==> config.mk <==
export PLATFORM = sky130hd
export DESIGN_NAME = enemy_sprite_sequencer
export DESIGN_NICKNAME = d
export VERILOG_FILES = /design/src/rtl/enemy_sprite_sequencer.sv
export SDC_FILE = /design/constraint.sdc
export NUM_CORES = 1
export LEC_CHECK = 0
export CAP_MARGIN = 15
export CORE_UTILIZATION = 45
export DETAILED_ROUTE_END_ITERATION = 12
export GPL_ROUTABILITY_DRIVEN = 0
export PLACE_DENSITY = 0.73
export SYNTH_ARGS = -nofsm -noshare
export SYNTH_HDL_FRONTEND = slang
export SYNTH_SLANG_ARGS = --single-unit
==> constraint.sdc <==
create_clock -name vga_clk -period 3.85 [get_ports vga_clk]
set_clock_uncertainty 0.2 [all_clocks]
set_input_delay 0.9625 -clock vga_clk [delete_from_list [all_inputs] [get_ports vga_clk]]
set_output_delay 0.9625 -clock vga_clk [all_outputs]
set_load 0.05 [all_outputs]
==> src/rtl/enemy_sprite_sequencer.sv <==
// Enemy sprite animation FSM and pixel-to-ROM address pipeline.
// Frame-packed sprite sheet; 1-cycle ROM latency, mirrored on facing_left.
module enemy_sprite_sequencer #(
  parameter int SPR_W       = 40,
  parameter int SPR_H       = 66,
  parameter int RUN_FRAMES  = 6,
  parameter int DIE_FRAMES  = 3,
  parameter int FRAME_TICKS = 6,
  parameter int AIM_STEPS   = 2,
  parameter int ADDR_W      = 15
) (
  input  logic              vga_clk,
  input  logic              Reset,
  input  logic              frame_start,
  input  logic [9:0]        DrawX,
  input  logic [9:0]        DrawY,
  input  logic [9:0]        pos_x,
  input  logic [9:0]        pos_y,
  input  logic              facing_left,
  input  logic              alive,
  input  logic              shoot_req,
  input  logic              fire_ready,
  output logic              fire_valid,
  output logic [ADDR_W-1:0] rom_address,
  output logic              sprite_on,
  output logic [2:0]        anim_state,
  output logic [2:0]        frame_idx
);

  typedef enum logic [2:0] {
    DEAD = 3'd0,
    RUN  = 3'd1,
    AIM  = 3'd2,
    FIRE = 3'd3,
    DIE  = 3'd4
  } state_t;

  localparam logic [9:0] W10 = 10'(SPR_W);
  localparam logic [9:0] H10 = 10'(SPR_H);
  localparam logic [ADDR_W-1:0] W_A = ADDR_W'(SPR_W);
  localparam logic [ADDR_W-1:0] FRAME_SZ = ADDR_W'(SPR_W * SPR_H);
  localparam logic [2:0] TICK_LAST = 3'(FRAME_TICKS - 1);
  localparam logic [2:0] RUN_LAST = 3'(RUN_FRAMES - 1);
  localparam logic [2:0] DIE_LAST = 3'(DIE_FRAMES - 1);
  localparam logic [2:0] AIM_LAST = 3'(AIM_STEPS - 1);

  state_t state_q, state_d;
  logic [2:0] fidx_q, fidx_d;
  logic [2:0] tick_q, tick_d;
  logic [2:0] steps_q, steps_d;
  logic fv_q, fv_d;
  logic [ADDR_W-1:0] base_q, base_d;
  logic [ADDR_W-1:0] addr_q, addr_d;
  logic box_q, on_q;

  logic step;
  logic hit;
  logic [3:0] slot;
  logic [9:0] lx, ly, col;
  logic in_box;

  always_comb begin
    step = frame_start && (tick_q == TICK_LAST);
    hit = fv_q && fire_ready;
    tick_d = tick_q;
    if (frame_start) tick_d = step ? 3'd0 : tick_q + 3'd1;
    state_d = state_q;
    fidx_d = fidx_q;
    steps_d = steps_q;
    fv_d = fv_q;
    // Losing alive pre-empts every other transition, even mid-handshake.
    if (!alive && (state_q == RUN || state_q == AIM ||
                   state_q == FIRE)) begin
      state_d = DIE;
      fidx_d = 3'd0;
      fv_d = 1'b0;
    end else begin
      unique case (state_q)
        DEAD: if (frame_start && alive) begin
          state_d = RUN;
          fidx_d = 3'd0;
          tick_d = 3'd0;
        end
        RUN: if (step) begin
          if (shoot_req) begin
            state_d = AIM;
            fidx_d = 3'd0;
            steps_d = 3'd0;
          end else begin
            fidx_d = (fidx_q == RUN_LAST) ? 3'd0 : fidx_q + 3'd1;
          end
        end
        AIM: if (step) begin
          steps_d = steps_q + 3'd1;
          if (steps_q == AIM_LAST) begin
            state_d = FIRE;
            fv_d = 1'b1;
          end
        end
        FIRE: begin
          fv_d = 1'b1;
          if (hit) begin
            fv_d = 1'b0;
            state_d = RUN;
            fidx_d = 3'd0;
          end
        end
        DIE: if (step) begin
          if (fidx_q == DIE_LAST) begin
            state_d = DEAD;
            fidx_d = 3'd0;
          end else begin
            fidx_d = fidx_q + 3'd1;
          end
        end
        default: state_d = DEAD;
      endcase
    end
  end

  always_comb begin
    unique case (state_q)
      RUN:     slot = {1'b0, fidx_q};
      AIM:     slot = 4'(RUN_FRAMES);
      FIRE:    slot = 4'(RUN_FRAMES + 1);
      DIE:     slot = 4'(RUN_FRAMES + 2) + {1'b0, fidx_q};
      default: slot = 4'd0;
    endcase
    // Latch only at vblank so a frame never tears mid-scan.
    base_d = frame_start ? ADDR_W'(slot) * FRAME_SZ : base_q;
  end

  always_comb begin
    lx = DrawX - pos_x;
    ly = DrawY - pos_y;
    in_box = (DrawX >= pos_x) && (lx < W10) &&
             (DrawY >= pos_y) && (ly < H10) &&
             (state_q != DEAD);
    col = facing_left ? (W10 - 10'd1 - lx) : lx;
    addr_d = '0;
    if (in_box)
      addr_d = base_q + ADDR_W'(ly) * W_A + ADDR_W'(col);
  end

  always_ff @(posedge vga_clk or posedge Reset) begin
    if (Reset) begin
      state_q <= DEAD;
      fidx_q <= 3'd0;
      tick_q <= 3'd0;
      steps_q <= 3'd0;
      fv_q <= 1'b0;
      base_q <= '0;
      addr_q <= '0;
      box_q <= 1'b0;
      on_q <= 1'b0;
    end else begin
      state_q <= state_d;
      fidx_q <= fidx_d;
      tick_q <= tick_d;
      steps_q <= steps_d;
      fv_q <= fv_d;
      base_q <= base_d;
      addr_q <= addr_d;
      box_q <= in_box;
      on_q <= box_q;
    end
  end

  assign fire_valid = fv_q;
  assign rom_address = addr_q;
  assign sprite_on = on_q;
  assign anim_state = state_q;
  assign frame_idx = fidx_q;

endmodule
==> flow_metrics.tcl <==
set metrics [dict create \
    reg2reg_slack_ns 0.38 \
    placed_cells 742 \
    die_area_um2 9824 \
    hold_class "reg -> reg" \
    cpPeakStageDelay_ns 0.45 \
    vias_per_cell 5.512 \
    grt_pass1_vias 4265 \
    grt_overflow 0 \
    die_h_um 99.12 \
    grt_pass1_wl_um 19090 \
    io_pins 70 \
    yosysSeqAreaShare_pct 24.17 \
    routedWlPerCell_um 16.04 \
    synthCells 489 \
    setup_violations 10 \
    core-area_um2 9196 \
    maxCapViolCount 0 \
    htree_levels 2 \
    crit_type "in -> reg" \
    max_slew.worst_pin.slew_ns 0.5331 \
    drtIter0Drc 235 \
    finalWirelength_um 12430 \
    clk_pin_slew_ns 0.08 \
    grt_max_degree 42 \
    num_antenna_cells 0 \
    cts_root_buf "clkbuf_8" \
    synthSimpleGateAreaFrac_pct 15.36 \
    outcome "finished, violations left" \
    dpl_cell_area_um2 5856 \
    vias 4272 \
    dp_hpwl_um 8125 \
    synth-edff-count 0 \
    synth_xor_area_share_pct 9.699 \
    rr_endpoint "base_q[13]$_DFFE_PP0P_" \
    setup_ws_ns -1.108 \
    numClockSinks 41 \
    syn-cell-area_um2 4244 \
    crit_top_cell "buf_4" \
    path_buf_inv 7 \
    synth_top_family_by_area "adder cells" \
    initial_utilization_pct 46.15 \
    synth-compound-area-share_pct 17.87 \
    min_path_cells 0 \
    power-per-cell-area_nw_per_um2 905.4 \
    drive_gt1_share_pct 36.30 \
    synth_fa_ha_area_share_pct 23.58 \
    num_rows 35 \
    finalCritPeriodShare_pct 128.8 \
    synth.distinct_cells 58 \
    clock_path_buffers 2 \
    crit_required_ns 3.83 \
    ys.flop_type "dfrtp_1" \
    ys_ff_latch 41 \
    area_delta_synth_final_pct 56.04 \
    final_area_um2 6623 \
    cp-start-kind "primary input" \
    port_buffers 69 \
    stdcell_count 775 \
    end_kind "register" \
    clk-insertion-delay-late_ns 0.30 \
    yosysWarningCount 0 \
    antenna_left 0 \
    dr.pass1.iters 5 \
    ff2ff_path_depth 12 \
    violations "negative setup slack" \
    cp.arrival_ns 4.94 \
    ir_drop_mv 0.6665 \
    maxSlewViolCount 0 \
    grt_util_all_layers_pct 23.86 \
    path_delay_family "adder cells" \
    r2r-start "anim_state[1]$_DFFE_PP0P_" \
    hold_viol 0 \
    p_leak_nw 3.111 \
    avgSynthCellArea_um2 8.679 \
    fmax_mhz 201.7 \
    cp_max_fo 3 \
    cts_tree "yes" \
    fin_crit_ns 4.958 \
    fillers 615 \
    relSlewSlack_pct 64.46 \
    rsz0062_at_grt "yes" \
    worst_hold_startpoint "box_q$_DFF_PP0_" \
    min_to "sprite_on$_DFF_PP0_" \
    yosys-mux-area-fraction_pct 2.034 \
    synth_nets 610 \
    cp_cell_sequence "buf_8, inv_12, ha_4, inv_2, fa_2, a21o_1, a21oi_2, xor2_1, ha_2, buf_4, nor2b_1, a22oi_1, buf_4, xnor2_2, fa_1, inv_2, ha_4, a21oi_4, a21oi_4, o41ai_4, buf_4, xor2_2, nor3_2" \
    drcViolationCount 0 \
    final_nets 784 \
    cts_buffers 5 \
    synth-async-reset-ratio_pct 100.0 \
    die_w_um 99.12 \
    cp_slowest_cell "fa_1" \
    antenna_found_initial 0 \
]
## state kept, by name (all words and copies together) (netlist names)
signal and flops:
box_q 1, fire_valid 1, rom_address 15, tick_q 3
steps_q 3, frame_idx 3, anim_state 3, base_q 11
sprite_on 1
## report_power, final
group	internal (mW)	switching, mW
Combinational	2.63	2.49
Clock	0.126	0.158
Sequential	0.511	0.0829
## routing by layer
| metal | track usage [%] | vias up | routed length [um] |
|---|---|---|---|
| li1 | - | 2023 | - |
| met1 | 28.19 | 2040 | 4993 |
| met2 | 43.95 | 161 | 6457 |
| met3 | 2.811 | 48 | 490 |
| met4 | 9.842 | 0 | 493 |
| met5 | 0 | - | 0 |
## through the flow
step | TNS [ns] | utilization (%) | power, mW | hold slack (ns) | worst slack (ns)
after floorplan | -5.151 | - | 2.865 | 0.1312 | -0.9111
after global placement | -17.18 | 63.67 | 3.891 | 0.1326 | -1.654
after detailed placement | -18.30 | 63.67 | 4.005 | 0.1363 | -1.780
after CTS | -6.640 | 69.27 | 5.125 | 0.1539 | -0.9686
after global routing | -9.295 | 72.01 | 6.349 | 0.1557 | -1.215
final | -8.218 | 72.01 | 5.996 | 0.1523 | -1.108
## worst max path at each step
| stage | startpoint | to | slack [ns] | cells after the start |
|---|---|---|---|---|
| after floorplan | DrawY[0] | rom_address[13]$_DFF_PP0_ | -0.91 | 20 |
| final | DrawX[0] | rom_address[12]$_DFF_PP0_ | -1.11 | 23 |
| after CTS | DrawX[0] | rom_address[14]$_DFF_PP0_ | -0.97 | 21 |
| after global routing | DrawX[0] | rom_address[12]$_DFF_PP0_ | -1.22 | 23 |
| after global placement | DrawX[0] | rom_address[14]$_DFF_PP0_ | -1.65 | 21 |
| after detailed placement | DrawY[0] | rom_address[14]$_DFF_PP0_ | -1.78 | 20 |
## Yosys cell counts (all sizes together) (6+ instances only)
cell type	count	area [um^2]
fa	10	200.2
inv	62	232.7
ha	64	800.8
xor2	18	157.7
nor3	16	125.1
a31oi	6	37.54
nand2b	9	56.30
clkbuf	9	33.78
a21oi	34	170.2
nor2	37	141.4
o21a	6	45.04
a21o	10	75.07
dfrtp	41	1026
o21ai	34	170.2
nand2	27	101.4
nand3	7	35.03
nor2b	7	43.79
xnor2	29	254.0
## kinds of logic (layout without fill, tap and decap cells)
| kind of cell | count (synthesis) | count (layout) |
|---|---|---|
| flops | 41 | 41 |
| fa+ha+maj | 74 | 74 |
| buf+inv | 75 | 250 |
| xor+xnor | 47 | 47 |
| simple gates | 123 | 123 |
| mux | 8 | 8 |
| compound gates | 121 | 121 |
## worst reg2reg max path: cells and delay by family, from the launching register on
family / cells / cell delay (ns)
xor gates and xnor gates: 1 / 0.17
DFF: 1 / 0.49
and+or+nand+nor: 3 / 0.78
muxes: 1 / 0.29
adders and majority gates: 3 / 0.73
AOI/OAI and AO/OA: 4 / 0.72
## repair_timing
action	in CTS	in global routing
setup buffers	14	12
gates cloned	0	0
endpoints found under the setup margin	16	15
pin swaps	72	43
hold buffers	0	0
resized for setup	104	39
## final cells by class
class                   instances  area (um^2)  share of cell area, %
multi-input cells             373         3532                  53.33
repair buffers                180         1585                  23.94
flip-flops and latches         41         1026                  15.49
inverters                      62        257.7                  3.892
well taps                     111        138.9                  2.097
clock buffers                   6        72.57                  1.096
clock inverters                 2        10.01                 0.1511
## placed cells by master, fill, tap and decap left out, types with 4 or more instances in the layout
| master | count |
|---|---|
| a21o_1 | 9 |
| a21oi_1 | 22 |
| a21oi_2 | 8 |
| a21oi_4 | 4 |
| a31oi_1 | 4 |
| buf_2 | 4 |
| buf_4 | 90 |
| buf_6 | 22 |
| clkbuf_8 | 5 |
| clkdlybuf4s50_1 | 53 |
| dfrtp_1 | 41 |
| dlygate4sd2_1 | 7 |
| fa_1 | 6 |
| fa_2 | 4 |
| ha_1 | 41 |
| ha_2 | 4 |
| ha_4 | 19 |
| inv_1 | 44 |
| inv_2 | 16 |
| mux2_2 | 5 |
| nand2_1 | 23 |
| nand2b_1 | 9 |
| nand3_1 | 7 |
| nor2_1 | 34 |
| nor2b_1 | 4 |
| nor3_1 | 7 |
| nor3_2 | 9 |
| o21a_1 | 6 |
| o21ai_0 | 24 |
| o21ai_1 | 7 |
| xnor2_1 | 19 |
| xnor2_2 | 10 |
| xor2_1 | 10 |
| xor2_2 | 8 |
Power figures use the tool's default switching activity.
